<file path="config.mk">
export PLATFORM = sky130hd
export DESIGN_NAME = decode_stage
export DESIGN_NICKNAME = d
export VERILOG_FILES = /design/src/rtl/riscv_ctrl_pkg.sv /design/src/rtl/ctrl_decode.sv /design/src/rtl/decode_stage.sv
export SDC_FILE = /design/constraint.sdc
export NUM_CORES = 1
export LEC_CHECK = 0
export BUFFER_PORTS_ARGS = -buffer_cell sky130_fd_sc_hd__buf_2
export CORE_MARGIN = 2
export CORE_UTILIZATION = 40
export CTS_CLUSTER_DIAMETER = 200
export DETAILED_ROUTE_END_ITERATION = 12
export PLACE_DENSITY = 0.72
export SLEW_MARGIN = 0
export SYNTH_ARGS = -nofsm -noshare
export SYNTH_HDL_FRONTEND = slang
export SYNTH_SLANG_ARGS = --single-unit
</file>
<file path="constraint.sdc">
create_clock -name clk -period 3.4 [get_ports clk]
set_clock_uncertainty 0.1 [all_clocks]
set_input_delay 0.17 -clock clk [delete_from_list [all_inputs] [get_ports clk]]
set_output_delay 0.17 -clock clk [all_outputs]
set_load 0.03 [all_outputs]
</file>
<file path="src/rtl/riscv_ctrl_pkg.sv">
`default_nettype none
// ============================================================================
// Module   : riscv_ctrl_pkg
// Brief    : RV32I opcode, ALU-code and imm-select constants plus the decoded
//            control bundle shared by ctrl_decode and decode_stage.
// Revision : 1.0 - initial release
// ============================================================================
package riscv_ctrl_pkg;

    localparam logic [6:0] c_op_lui    = 7'b0110111;
    localparam logic [6:0] c_op_auipc  = 7'b0010111;
    localparam logic [6:0] c_op_jal    = 7'b1101111;
    localparam logic [6:0] c_op_jalr   = 7'b1100111;
    localparam logic [6:0] c_op_branch = 7'b1100011;
    localparam logic [6:0] c_op_load   = 7'b0000011;
    localparam logic [6:0] c_op_store  = 7'b0100011;
    localparam logic [6:0] c_op_imm    = 7'b0010011;
    localparam logic [6:0] c_op_reg    = 7'b0110011;

    localparam logic [6:0] c_f7_base   = 7'b0000000;
    localparam logic [6:0] c_f7_alt    = 7'b0100000;
    localparam logic [6:0] c_f7_muldiv = 7'b0000001;

    localparam logic [3:0] c_alu_and   = 4'b0001;
    localparam logic [3:0] c_alu_or    = 4'b0010;
    localparam logic [3:0] c_alu_xor   = 4'b0011;
    localparam logic [3:0] c_alu_add   = 4'b0100;
    localparam logic [3:0] c_alu_sll   = 4'b0101;
    localparam logic [3:0] c_alu_srl   = 4'b0110;
    localparam logic [3:0] c_alu_sra   = 4'b0111;
    localparam logic [3:0] c_alu_sub   = 4'b1000;
    localparam logic [3:0] c_alu_slt   = 4'b1001;
    localparam logic [3:0] c_alu_sltu  = 4'b1010;
    localparam logic [3:0] c_alu_passb = 4'b1011;
    localparam logic [3:0] c_alu_mul   = 4'b1100;
    localparam logic [3:0] c_alu_mulh  = 4'b1101;
    localparam logic [3:0] c_alu_div   = 4'b1110;
    localparam logic [3:0] c_alu_rem   = 4'b1111;

    localparam logic [2:0] c_imm_i     = 3'b000;
    localparam logic [2:0] c_imm_s     = 3'b001;
    localparam logic [2:0] c_imm_b     = 3'b010;
    localparam logic [2:0] c_imm_u     = 3'b011;
    localparam logic [2:0] c_imm_j     = 3'b100;

    typedef struct packed {
        logic [2:0] imm_sel;
        logic [3:0] alu_ctrl;
        logic       reg_write;
        logic       alu_src;
        logic       mem_read;
        logic       mem_write;
        logic       mem_to_reg;
        logic       branch;
        logic       jump;
        logic       illegal;
    } ctrl_bundle_t;

    // Idle bundle: also the reset value and the base of every illegal decode.
    localparam ctrl_bundle_t c_bundle_nop = '{
        imm_sel:    c_imm_i,
        alu_ctrl:   c_alu_add,
        reg_write:  1'b0,
        alu_src:    1'b0,
        mem_read:   1'b0,
        mem_write:  1'b0,
        mem_to_reg: 1'b0,
        branch:     1'b0,
        jump:       1'b0,
        illegal:    1'b0
    };

    // funct3 -> ALU code for the base (funct7 = 0) register/immediate ops.
    function automatic logic [3:0] alu_from_funct3(input logic [2:0] funct3);
        case (funct3)
            3'b000:  return c_alu_add;
            3'b001:  return c_alu_sll;
            3'b010:  return c_alu_slt;
            3'b011:  return c_alu_sltu;
            3'b100:  return c_alu_xor;
            3'b101:  return c_alu_srl;
            3'b110:  return c_alu_or;
            default: return c_alu_and;
        endcase
    endfunction

    // Signed/unsigned M-extension variants share one ALU code per class.
    function automatic logic [3:0] muldiv_alu(input logic [2:0] funct3);
        case (funct3)
            3'b000:                 return c_alu_mul;
            3'b001, 3'b010, 3'b011: return c_alu_mulh;
            3'b100, 3'b101:         return c_alu_div;
            default:                return c_alu_rem;
        endcase
    endfunction

endpackage
`default_nettype wire

</file>
<file path="src/rtl/ctrl_decode.sv">
`default_nettype none
// ============================================================================
// Module   : ctrl_decode
// Brief    : Combinational RV32I control decode (M ops when DECODE_MULDIV_EN
//            is defined) with source-register usage flags.
// Revision : 1.0 - initial release
// ============================================================================
module ctrl_decode
    import riscv_ctrl_pkg::*;
(
    input  logic [31:0]  instr,
    output ctrl_bundle_t bundle,
    output logic         uses_rs1,
    output logic         uses_rs2
);

    logic [6:0] w_opcode;
    logic [2:0] w_funct3;
    logic [6:0] w_funct7;
    logic       w_illegal;
    logic       w_unused_fields;

    assign w_opcode        = instr[6:0];
    assign w_funct3        = instr[14:12];
    assign w_funct7        = instr[31:25];
    assign w_unused_fields = ^instr[24:15] ^ ^instr[11:7];

    always_comb begin
        bundle    = c_bundle_nop;
        w_illegal = 1'b0;
        uses_rs1  = 1'b1;
        uses_rs2  = 1'b0;
        case (w_opcode)
            c_op_reg: begin
                bundle.reg_write = 1'b1;
                uses_rs2         = 1'b1;
                if (w_funct7 == c_f7_base)
                    bundle.alu_ctrl = alu_from_funct3(w_funct3);
                else if (w_funct7 == c_f7_alt && w_funct3 == 3'b000)
                    bundle.alu_ctrl = c_alu_sub;
                else if (w_funct7 == c_f7_alt && w_funct3 == 3'b101)
                    bundle.alu_ctrl = c_alu_sra;
`ifdef DECODE_MULDIV_EN
                else if (w_funct7 == c_f7_muldiv)
                    bundle.alu_ctrl = muldiv_alu(w_funct3);
`endif
                else
                    w_illegal = 1'b1;
            end
            c_op_imm: begin
                bundle.reg_write = 1'b1;
                bundle.alu_src   = 1'b1;
                bundle.alu_ctrl  = alu_from_funct3(w_funct3);
                // Only shift-immediates reuse funct7 as an opcode extension.
                if (w_funct3 == 3'b001 && w_funct7 != c_f7_base)
                    w_illegal = 1'b1;
                else if (w_funct3 == 3'b101) begin
                    if (w_funct7 == c_f7_alt)
                        bundle.alu_ctrl = c_alu_sra;
                    else if (w_funct7 != c_f7_base)
                        w_illegal = 1'b1;
                end
            end
            c_op_load: begin
                bundle.reg_write  = 1'b1;
                bundle.alu_src    = 1'b1;
                bundle.mem_read   = 1'b1;
                bundle.mem_to_reg = 1'b1;
            end
            c_op_store: begin
                bundle.alu_src   = 1'b1;
                bundle.mem_write = 1'b1;
                bundle.imm_sel   = c_imm_s;
                uses_rs2         = 1'b1;
            end
            c_op_branch: begin
                bundle.branch   = 1'b1;
                bundle.alu_ctrl = c_alu_sub;
                bundle.imm_sel  = c_imm_b;
                uses_rs2        = 1'b1;
            end
            c_op_lui: begin
                bundle.reg_write = 1'b1;
                bundle.alu_src   = 1'b1;
                bundle.alu_ctrl  = c_alu_passb;
                bundle.imm_sel   = c_imm_u;
                uses_rs1         = 1'b0;
            end
            c_op_auipc: begin
                bundle.reg_write = 1'b1;
                bundle.alu_src   = 1'b1;
                bundle.imm_sel   = c_imm_u;
                uses_rs1         = 1'b0;
            end
            c_op_jal: begin
                bundle.reg_write = 1'b1;
                bundle.alu_src   = 1'b1;
                bundle.jump      = 1'b1;
                bundle.imm_sel   = c_imm_j;
                uses_rs1         = 1'b0;
            end
            c_op_jalr: begin
                bundle.reg_write = 1'b1;
                bundle.alu_src   = 1'b1;
                bundle.jump      = 1'b1;
            end
            default: w_illegal = 1'b1;
        endcase
        if (w_illegal) begin
            bundle         = c_bundle_nop;
            bundle.illegal = 1'b1;
        end
    end

endmodule
`default_nettype wire

</file>
<file path="src/rtl/decode_stage.sv">
`default_nettype none
// ============================================================================
// Module   : decode_stage
// Brief    : Registered decode stage with valid/ready handshake, flush and a
//            one-cycle load-use stall. M ops enabled by DECODE_MULDIV_EN.
// Revision : 1.0 - initial release
// ============================================================================
module decode_stage
    import riscv_ctrl_pkg::*;
#(
    parameter int XLEN  = 32,
    parameter int ALU_W = 4
) (
    input  logic             clk,
    input  logic             rst_n,
    input  logic             flush,
    input  logic             in_valid,
    output logic             in_ready,
    input  logic [31:0]      in_instr,
    input  logic [XLEN-1:0]  in_pc,
    output logic             out_valid,
    input  logic             out_ready,
    output logic [XLEN-1:0]  out_pc,
    output logic [4:0]       out_rd,
    output logic [4:0]       out_rs1,
    output logic [4:0]       out_rs2,
    output logic [2:0]       out_imm_sel,
    output logic [ALU_W-1:0] out_alu_ctrl,
    output logic             out_reg_write,
    output logic             out_alu_src,
    output logic             out_mem_read,
    output logic             out_mem_write,
    output logic             out_mem_to_reg,
    output logic             out_branch,
    output logic             out_jump,
    output logic             out_illegal
);

    ctrl_bundle_t    w_dec;
    logic            w_uses_rs1;
    logic            w_uses_rs2;
    logic [4:0]      w_rd;
    logic [4:0]      w_rs1;
    logic [4:0]      w_rs2;
    logic            w_hazard;
    logic            w_in_ready;
    logic            w_load;

    ctrl_bundle_t    r_bundle;
    logic [XLEN-1:0] r_pc;
    logic [4:0]      r_rd;
    logic [4:0]      r_rs1;
    logic [4:0]      r_rs2;
    logic            r_valid;
    logic            r_lu_valid;
    logic [4:0]      r_lu_rd;

    ctrl_decode u_ctrl_decode (
        .instr    (in_instr),
        .bundle   (w_dec),
        .uses_rs1 (w_uses_rs1),
        .uses_rs2 (w_uses_rs2)
    );

    assign w_rd  = in_instr[11:7];
    assign w_rs1 = in_instr[19:15];
    assign w_rs2 = in_instr[24:20];

    assign w_hazard   = in_valid && r_lu_valid &&
                        ((w_uses_rs1 && (w_rs1 == r_lu_rd)) ||
                         (w_uses_rs2 && (w_rs2 == r_lu_rd)));
    assign w_in_ready = (!r_valid || out_ready) && !w_hazard && !flush;
    assign w_load     = in_valid && w_in_ready;

    // The tracker is armed as a load enters the output register and lives for
    // exactly one cycle, so a back-to-back consumer is held off once.
    always_ff @(posedge clk or negedge rst_n) begin
        if (!rst_n) begin
            r_valid    <= 1'b0;
            r_lu_valid <= 1'b0;
            r_lu_rd    <= 5'd0;
        end else if (flush) begin
            r_valid    <= 1'b0;
            r_lu_valid <= 1'b0;
        end else begin
            r_lu_valid <= w_load && w_dec.mem_read && (w_rd != 5'd0);
            if (w_load) begin
                r_lu_rd <= w_rd;
                r_valid <= 1'b1;
            end else if (out_ready) begin
                r_valid <= 1'b0;
            end
        end
    end

    always_ff @(posedge clk or negedge rst_n) begin
        if (!rst_n) begin
            r_bundle <= c_bundle_nop;
            r_pc     <= '0;
            r_rd     <= 5'd0;
            r_rs1    <= 5'd0;
            r_rs2    <= 5'd0;
        end else if (w_load) begin
            r_bundle <= w_dec;
            r_pc     <= in_pc;
            r_rd     <= w_rd;
            r_rs1    <= w_rs1;
            r_rs2    <= w_rs2;
        end
    end

    assign in_ready       = w_in_ready;
    assign out_valid      = r_valid;
    assign out_pc         = r_pc;
    assign out_rd         = r_rd;
    assign out_rs1        = r_rs1;
    assign out_rs2        = r_rs2;
    assign out_imm_sel    = r_bundle.imm_sel;
    assign out_alu_ctrl   = ALU_W'(r_bundle.alu_ctrl);
    assign out_reg_write  = r_bundle.reg_write;
    assign out_alu_src    = r_bundle.alu_src;
    assign out_mem_read   = r_bundle.mem_read;
    assign out_mem_write  = r_bundle.mem_write;
    assign out_mem_to_reg = r_bundle.mem_to_reg;
    assign out_branch     = r_bundle.branch;
    assign out_jump       = r_bundle.jump;
    assign out_illegal    = r_bundle.illegal;

endmodule
`default_nettype wire

</file>
# --- Word-level counts from Yosys, hierarchy flattened ---
# Index checks and enable logic that the tools add are counted.
op_classes:
  reduce_logical: 30
  bitwise: 1
  muxes: 30
  eq_ne: 18
ops:
  columns: ["cell", "count"]
  rows:
  - ["$eq 7x6->1 const B", 4]
  - ["$pmux 4 s7", 1]
  - ["$eq 7x7->1 const B", 3]
  - ["$reduce_or 7->1", 3]
  - ["$mux 4", 5]
  - ["$mux 1", 19]
  - ["$pmux 4 s4", 1]
  - ["$mux 15", 1]
  - ["$eq 7x5->1 const B", 2]
  - ["$logic_and 1x1->1", 12]
  - ["$pmux 3 s4", 1]
  - ["$eq 5x5->1", 2]
  - ["$eq 3x3->1 const B", 3]
  - ["$eq 7x2->1 const B", 1]
  - ["$logic_not 7->1", 1]
  - ["$reduce_bool 7->1", 1]
  - ["$eq 3x2->1 const B", 2]
  - ["$reduce_or 3->1", 2]
  - ["$reduce_bool 5->1", 1]
  - ["$reduce_or 2->1", 2]
  - ["$eq 3x1->1 const B", 1]
  - ["$logic_not 1->1", 3]
  - ["$logic_not 3->1", 1]
  - ["$pmux 1 s3", 1]
  - ["other kinds (5)", 6]
totals:
  reg_bits: 69

# --- Logic depth before layout (Yosys ltp) ---
# Gate-level depths: netlist of run 1.
depth:
  ltp_word: 13
  ltp_mapped: 8

# --- Cells and area by module ---
# Synthesis of run 1 repeated with hierarchy kept, for this count alone.
unflattened:
  cells_unflattened: 264
  area_unflattened_um2: 3445.8
modules_own_cells:
  columns: ["mod", "cells_each", "area_per_inst_um2", "n_inst"]
  rows:
  - ["decode_stage", 168, 2836.5, 1]
  - ["ctrl_decode", 96, 609.3, 1]

# --- Worst setup path before layout of run 1 ---
# OpenSTA, ideal clock, no wires.
synth_path:
  kind: "register to register"
  start: "register r_lu_rd[3]"
  end: "register r_rd[0] (netlist: out_rd[0])"
  path_slack_ns: 1.269
  path_stages_with_launch: 9
  period_less_slack_ns: 2.131
  setup_time_ns: 0.125
  t_arrival_ns: 1.906
  t_required_ns: 3.175
  n_path_buf: 3
  cell_sequence: "dfrtp_1 -> xor2_1 -> nor4_1 -> a41o_1 -> buf_4 -> or2_1 -> buf_6 -> buf_6 -> mux2_4"
synth_between:
  elab_chain_cells: 8
  word_cells_on_any_way: 10
  classes_between: "2 x eq/ne; 8 x reduce/logical"
synth_lines:
  columns: ["item", "line_no", "rtl"]
  rows:
  - ["start: declaration", "decode_stage.sv:56", "logic [4:0] r_lu_rd;"]
  - ["start signal: assignment", "decode_stage.sv:88", "r_lu_rd <= w_rd;"]
  - ["$eq 5x5->1, on equally long branches", "decode_stage.sv:70, decode_stage.sv:71", null]
  - ["$logic_and 1x1->1, on equally long branches", "decode_stage.sv:70, decode_stage.sv:71", null]
  - ["$logic_or 1x1->1 *", "decode_stage.sv:70", "((w_uses_rs1 && (w_rs1 == r_lu_rd)) ||"]
  - ["$logic_and 1x1->1 *", "decode_stage.sv:69", "assign w_hazard = in_valid && r_lu_valid &&"]
  - ["$logic_not 1->1 *", "decode_stage.sv:72", "assign w_in_ready = (!r_valid || out_ready) && !w_hazard && !flush;"]
  - ["$logic_and 1x1->1 * (2 in series)", "decode_stage.sv:72", null]
  - ["$logic_and 1x1->1 *", "decode_stage.sv:73", "assign w_load = in_valid && w_in_ready;"]
  - ["end signal: assignment", "decode_stage.sv:106", "r_rd <= w_rd;"]
  - ["end: declaration", "decode_stage.sv:51", "logic [4:0] r_rd;"]
# Every way passes the cells marked *; elsewhere a longest branch is shown, timed or not.
# A chain may end at the register's enable or synchronous reset.

# --- Final worst setup path of run 1 ---
layout_path:
  start: "input port in_instr[23]"
  end: "register r_rs2[2] (netlist: out_rs2[2])"
layout_between:
  elab_chain_cells: 8
layout_lines:
  columns: ["item", "line_no", "rtl"]
  rows:
  - ["start: declaration", "decode_stage.sv:19", "input logic [31:0] in_instr,"]
  - ["$eq 5x5->1", "decode_stage.sv:71", "(w_uses_rs2 && (w_rs2 == r_lu_rd)));"]
  - ["$logic_and 1x1->1", "decode_stage.sv:71", null]
  - ["$logic_or 1x1->1", "decode_stage.sv:70", null]
  - ["$logic_and 1x1->1", "decode_stage.sv:69", null]
  - ["$logic_not 1->1", "decode_stage.sv:72", null]
  - ["$logic_and 1x1->1 (2 in series)", "decode_stage.sv:72", null]
  - ["$logic_and 1x1->1", "decode_stage.sv:73", null]
  - ["end signal: assignment", "decode_stage.sv:108", "r_rs2 <= w_rs2;"]
  - ["end: declaration", "decode_stage.sv:53", "logic [4:0] r_rs2;"]
# No other way between the ends.

==> results.tsv, run 1 <==
metric	value	unit
synth-edff-count	0	
antenna_found_initial	0	
met3_length	599	µm
stdcell_count	538	
drtAntennaViolNets	0	
ys_async_sr_fraction	1.00	
synth_area_leaders	dfrtp_1, mux2_1, mux2_4	
yosys-mux-area-fraction	0.215	
yosys.area.top_type	dfrtp_1	
port_buffers	132	
p_per_area	487	nW/µm²
fp.dieArea	8900	µm²
critPathKind	in2reg	
period_needed	2740	ps
synth-main-ff-cell	dfrtp_1	
end_kind	flop	
synth_top_area_share	0.513	
clk_latency	330	ps
drtIter0Drc	39	
cts_max_path_buffers	2	
crit_chain	dlygate4sd3_1 > buf_2 > xor2_1 > nor4_1 > a41o_1 > or2_1 > buf_4 > mux2_1	
grt_pass1_wl	12.5	mm
multi_input_area	1420	µm²
cts_root_buf	clkbuf_8	
yosysSeqAreaShare	0.521	
rsz0062_at_grt	no	
status	finished, final reports clean	
drt_wl_total	8.00	mm
peakVddDrop	0.302	mV
crit_fanout	18	
fin_area	4630	µm²
chipHeight	94.4	µm
power	0.00226	W
post_cts_buffers	0	
grt-ovfl-total	0	
area_delta_synth_final	41.8	%
ys_ff_latch	68	
hold_class	in2reg	
cts_tree	built	
yosys.area_share.xor_xnor	0.0391	
wl_met1	3.38	mm
grt_pass1_vias	2687	
grt_max_degree	51	
synth_nets	321	
synthAdderAreaFrac	0	
pin_count	133	
fmax	365	MHz
relSlewSlack	0.288	
syn_inst	252	
synth_warnings	0	
synth_area	3270	µm²
gr-usage-all-layers	0.181	
core_area	7810	µm²
setup_viol	0	
required	3520	ps
synth_simple_gate_area_frac	0.0973	
slew_violations	0	
wl_met2	3.92	mm
wl_per_cell	14.9	µm
worstMarginPinSlew	1070	ps
slowest_delay	540	ps
dp_cells	474	
finalSetupTns	0	ps
vias	2700	
whs	23.7	ps
synth_cell_types	51	
nFillCells	638	
finalCritPeriodShare	0.806	
dpl.hpwl	5.59	mm
drive_gt1_frac	0.394	
synth_commonest_cells	dfrtp_1, mux2_1, o21ai_0, mux2_4, nand2_1	
firstDrtPassIters	4	
syn_area_per_cell	13.0	µm²
cts_max_level	3	
die_x	94.4	µm
row_count	32	
fin_nets	500	
p_leak	2.25	nW
cts.sinks	68	
synth-compound-area-share	0.0835	
clk_pin_slew	70	ps
slowest_stage	dlygate4sd3_1	
finalHoldViolations	0	
cp-start-kind	primary input	
synth_top_family_by_area	multiplexers	
yosysMostFrequentCell	dfrtp_1	
max_cap_violations	0	
regArea	1700	µm²
placed_cell_area	3960	µm²
r2r_slack	740	ps
numCtsBuffers	9	
critical_path_arrival	2860	ps
viasPerCell	5.02	
top_layer_used	met4	
drc	0	
gp_congestion	0.891	
antennaDiodeCount	0	
start_util	0.418	
==> final cells by class <==
type | instances | share of cell area
Sequential cell | 68 | 0.368
Clock buffer | 9 | 0.0267
Inverter | 5 | 0.00405
Timing Repair Buffer | 184 | 0.253
Clock inverter | 7 | 0.0146
Multi-Input combinational cell | 163 | 0.306
Tap cell | 102 | 0.0276
==> report_power, final <==
part | internal (W) | leakage, nW | total (W) | switching (W)
sequential | 0.000923 | 0.823 | 0.000986 | 0.0000629
combinational | 0.000253 | 1.33 | 0.000639 | 0.000386
clock | 0.000334 | 0.0910 | 0.000631 | 0.000297
==> placed cells by master (no fill, tap or decap), types with 2 or more instances in the layout <==
cell	instances
a21oi_1	4
a31o_2	2
a31oi_1	2
a41o_1	2
and3_1	3
buf_2	132
buf_4	4
clkbuf_8	9
clkinv_2	3
clkinvlp_4	3
dfrtp_1	67
dlygate4sd3_1	48
inv_1	5
mux2_1	45
mux2_2	3
mux2_4	10
nand2_1	8
nand2b_1	3
nand3_1	5
nand3b_1	4
nand4_1	4
nor2_1	4
nor2b_1	3
nor3_1	2
nor4_1	2
nor4_2	2
o21ai_0	14
o21ai_1	3
o21bai_1	2
o31a_1	2
o31ai_1	3
xnor2_1	5
xor2_1	7
==> cell families after synthesis <==
group | Yosys count
AOI/OAI and AO/OA | 41
muxes | 59
and+or+nand+nor | 50
DFF | 68
xor gates and xnor gates | 13
buffers and inverters | 21
==> registers in the layout (all words and copies together), names as in the netlist, 3 cells and up <==
signal        count
out_imm_sel       3
out_alu_ctrl      4
out_rs1           5
r_lu_rd           5
out_rd            5
out_pc           32
out_rs2           5
==> per-layer routing <==
metal / vias to the layer above / GRT usage
met5: - / 0
met1: 1308 / 0.213
met3: 10 / 0.0559
met4: 0 / 0.0519
met2: 101 / 0.319
li1: 1281 / -
==> stage by stage <==
stage          setup WS, ps  utilization
2_1_floorplan          1270            -
3_3_place_gp            832        0.507
3_5_place_dp            746        0.507
4_1_cts                 671        0.591
5_1_grt                 476        0.593
6_report                660        0.593
==> what timing repair did <==
| item | 4_1_cts | 5_1_grt |
|---|---|---|
| endpoints found under the hold margin | 96 | 2 |
| resized for setup | 0 | 0 |
| hold buffers | 46 | 2 |
==> critical path, delay by kind of cell <==
kind,cells,cell delay (ps)
muxes,1,360
xor gates and xnor gates,1,130
AOI/OAI and AO/OA,1,460
and+or+nand+nor,2,710
buffers and inverters,3,1020
==> worst paths after layout <==
kind,startpoint,end,depth (start not counted)
worst max-delay path,in_instr[23],out_rs2[2],8
worst min-delay path,in_instr[18],out_rs1[3],2
worst max register to register,r_lu_rd[3],out_rs2[2],6
worst min register to register,out_pc[2],out_pc[2],1
max in group asynchronous,rst_n,r_lu_rd[3],3
min in group asynchronous,rst_n,out_pc[10],2
Note: power is estimated with default switching activity, not from simulation.
==> run 2, diff against run 1 <==
clock period = 2.6 ns   (was 3.4 ns; I/O delays follow)
==> results.tsv, run 2 (synthesized netlist as in run 1, its figures left out) <==
metric	value	unit	change
start_util	0.418		unchanged
drt_wl_total	8.48	mm	+6.1%
finalHoldViolations	0		unchanged
crit_start	in_instr[23]		
cp-start-kind	primary input		
status	finished, final reports clean		
clk_latency	340	ps	about the same
cp.depth	9		+1
use_met3	0.0591		+0.00319
viasPerCell	5.01		-0.11%
slowest_delay	540	ps	about the same
whs_path_depth	3		+1
regArea	1700	µm²	unchanged
numCtsBuffers	9		unchanged
swShare	0.326		-0.00493
p_per_area	643	nW/µm²	+32%
p_leak	2.29	nW	+1.9%
gr-usage-all-layers	0.190		+0.00889
clk_pin_slew	70	ps	about the same
cts_tree	built		
gp_congestion	0.897		+0.68%
finalCritPeriodShare	0.878		
antenna_found_initial	0		unchanged
pwr-share-clk	0.292		+0.012
core_area	7810	µm²	unchanged
dp_cells	478		+0.84%
relSlewSlack	0.676		+0.388
peakVddDrop	0.534	mV	+77%
final_common_cell	buf_2		
drtIter0Drc	147		+280%
fin_nets	505		+1.0%
met2_usage	0.349		+0.0298
port_buffers	132		unchanged
fp.dieArea	8900	µm²	unchanged
drive_gt1_frac	0.397		+0.00233
crit_chain	dlygate4sd3_1 > buf_2 > xor2_1 > nor4_1 > a41o_1 > buf_4 > nor2_4 > buf_12 > mux2_1		
rsz0062_at_grt	no		
r2r_slack	320	ps	-420 ps
finalSetupTns	0	ps	unchanged
dpl.hpwl	5.56	mm	-0.48%
wl_per_cell	15.6	µm	+5.1%
crit_fanout	43		+25
worst_r2r_path_depth	7		+1
slew_violations	0		unchanged
area_delta_synth_final	44.1	%	
vias	2722		+0.81%
met1_usage	0.210		-0.00280
drc	0		unchanged
stdcell_count	543		+0.93%
critPathCapture	out_pc[19]		
multi_input_area	1420	µm²	unchanged
fmax	438	MHz	
power_frac_comb	0.281		-0.002
period_needed	2280	ps	
cts_root_buf	clkbuf_8		
layout_common_cells	buf_2, dfrtp_1, dlygate4sd3_1		
power.switching	0.000985	W	+32%
path_buf_inv	4		+1
r2r_start	r_lu_rd[3]		
grt_busiest_layer	met2		
largest_reg_flops	32		unchanged
pin_count	133		unchanged
slowest_stage	dlygate4sd3_1		
hold_class	in2reg		
r2r-end	out_pc[19]		
required	2710	ps	-810 ps
pwr-share-seq	0.427		-0.010
p_int	0.00204	W	+35%
cts_max_level	3		unchanged
chipHeight	94.4	µm	unchanged
worstMarginPinSlew	482	ps	-586 ps
die_x	94.4	µm	unchanged
cts.sinks	68		unchanged
drtAntennaViolNets	0		unchanged
grt-ovfl-total	0		unchanged
row_count	32		unchanged
cts_max_path_buffers	2		unchanged
critPathKind	in2reg		
grt_pass1_vias	2810		+4.6%
post_cts_buffers	0		unchanged
antennaDiodeCount	0		unchanged
nFillCells	606		-5.0%
critical_path_arrival	2400	ps	-460 ps
max_cap_violations	0		unchanged
end_kind	flop		
setup_viol	0		unchanged
cpLargestDelayFamily	buffers and inverters		
grt_pass1_wl	13.1	mm	+4.5%
grt_max_degree	69		+35%
firstDrtPassIters	5		+1
## run 2: cell types whose count changed in the layout (fill, tap and decap cells not counted), sizes merged
| cell | change |
|---|---|
| dlygate4sd3 | +1 |
| buf | +4 |
| clkbuf | +3 |
| clkinvlp | -2 |
| clkinv | -1 |
## run 2: final cells by class
cell class	count	share of cell area
Inverter	5	0.00399
Clock inverter	4	0.0101
Sequential cell	68	0.362
Timing Repair Buffer	189	0.263
Clock buffer	12	0.0330
Multi-Input combinational cell	163	0.301
Tap cell	102	0.0271
## run 2: power groups by stage
stage / registers [W] / clock network (W) / logic (W)
finish: 0.00129 / 0.000883 / 0.000851
global route: 0.00131 / 0.000951 / 0.000907
CTS: 0.00129 / 0.000906 / 0.000850
detailed placement: 0.00131 / 0 / 0.000793
global placement: 0.00130 / 0 / 0.000780
floorplan: 0.00158 / 0 / 0.000245
## run 2: worst min-delay path by stage
stage	startpoint	slack [ps]	to
finish	out_ready	20	out_valid
global route	out_ready	30	out_valid
CTS	out_ready	10	out_valid
floorplan	rst_n	-270	out_alu_ctrl[0]
detailed placement	rst_n	80	out_pc[11]
global placement	rst_n	70	out_pc[5]
## run 2: layer usage
metal / up-vias / routed length (µm)
met5: - / 0
met4: 0 / 143
met2: 115 / 4240
met1: 1305 / 3440
li1: 1288 / -
met3: 14 / 660
## run 2: per-stage QoR
step	worst slack, ps	power [W]	area, µm²	hold slack [ps]	util
finish	317	0.00302	4710	24.5	0.603
CTS	308	0.00304	4710	13.7	0.603
global route	178	0.00317	4710	27.7	0.603
detailed placement	324	0.00210	4010	77.8	0.514
floorplan	469	0.00182	3270	-266	-
global placement	381	0.00208	4010	70.7	0.514
## run 2: what timing repair did
item,in CTS,in global routing
endpoints found under the setup margin,0,0
gates resized for setup,0,0
hold endpoints to repair,122,0
hold buffers,49,0
## run 2: tightest hold or removal path, delay by kind of cell
| family | cells | cell delay, ps |
|---|---|---|
| buffers and inverters | 1 | 70 |
| AOI/OAI and AO/OA | 1 | 90 |
| and+or+nand+nor | 1 | 130 |
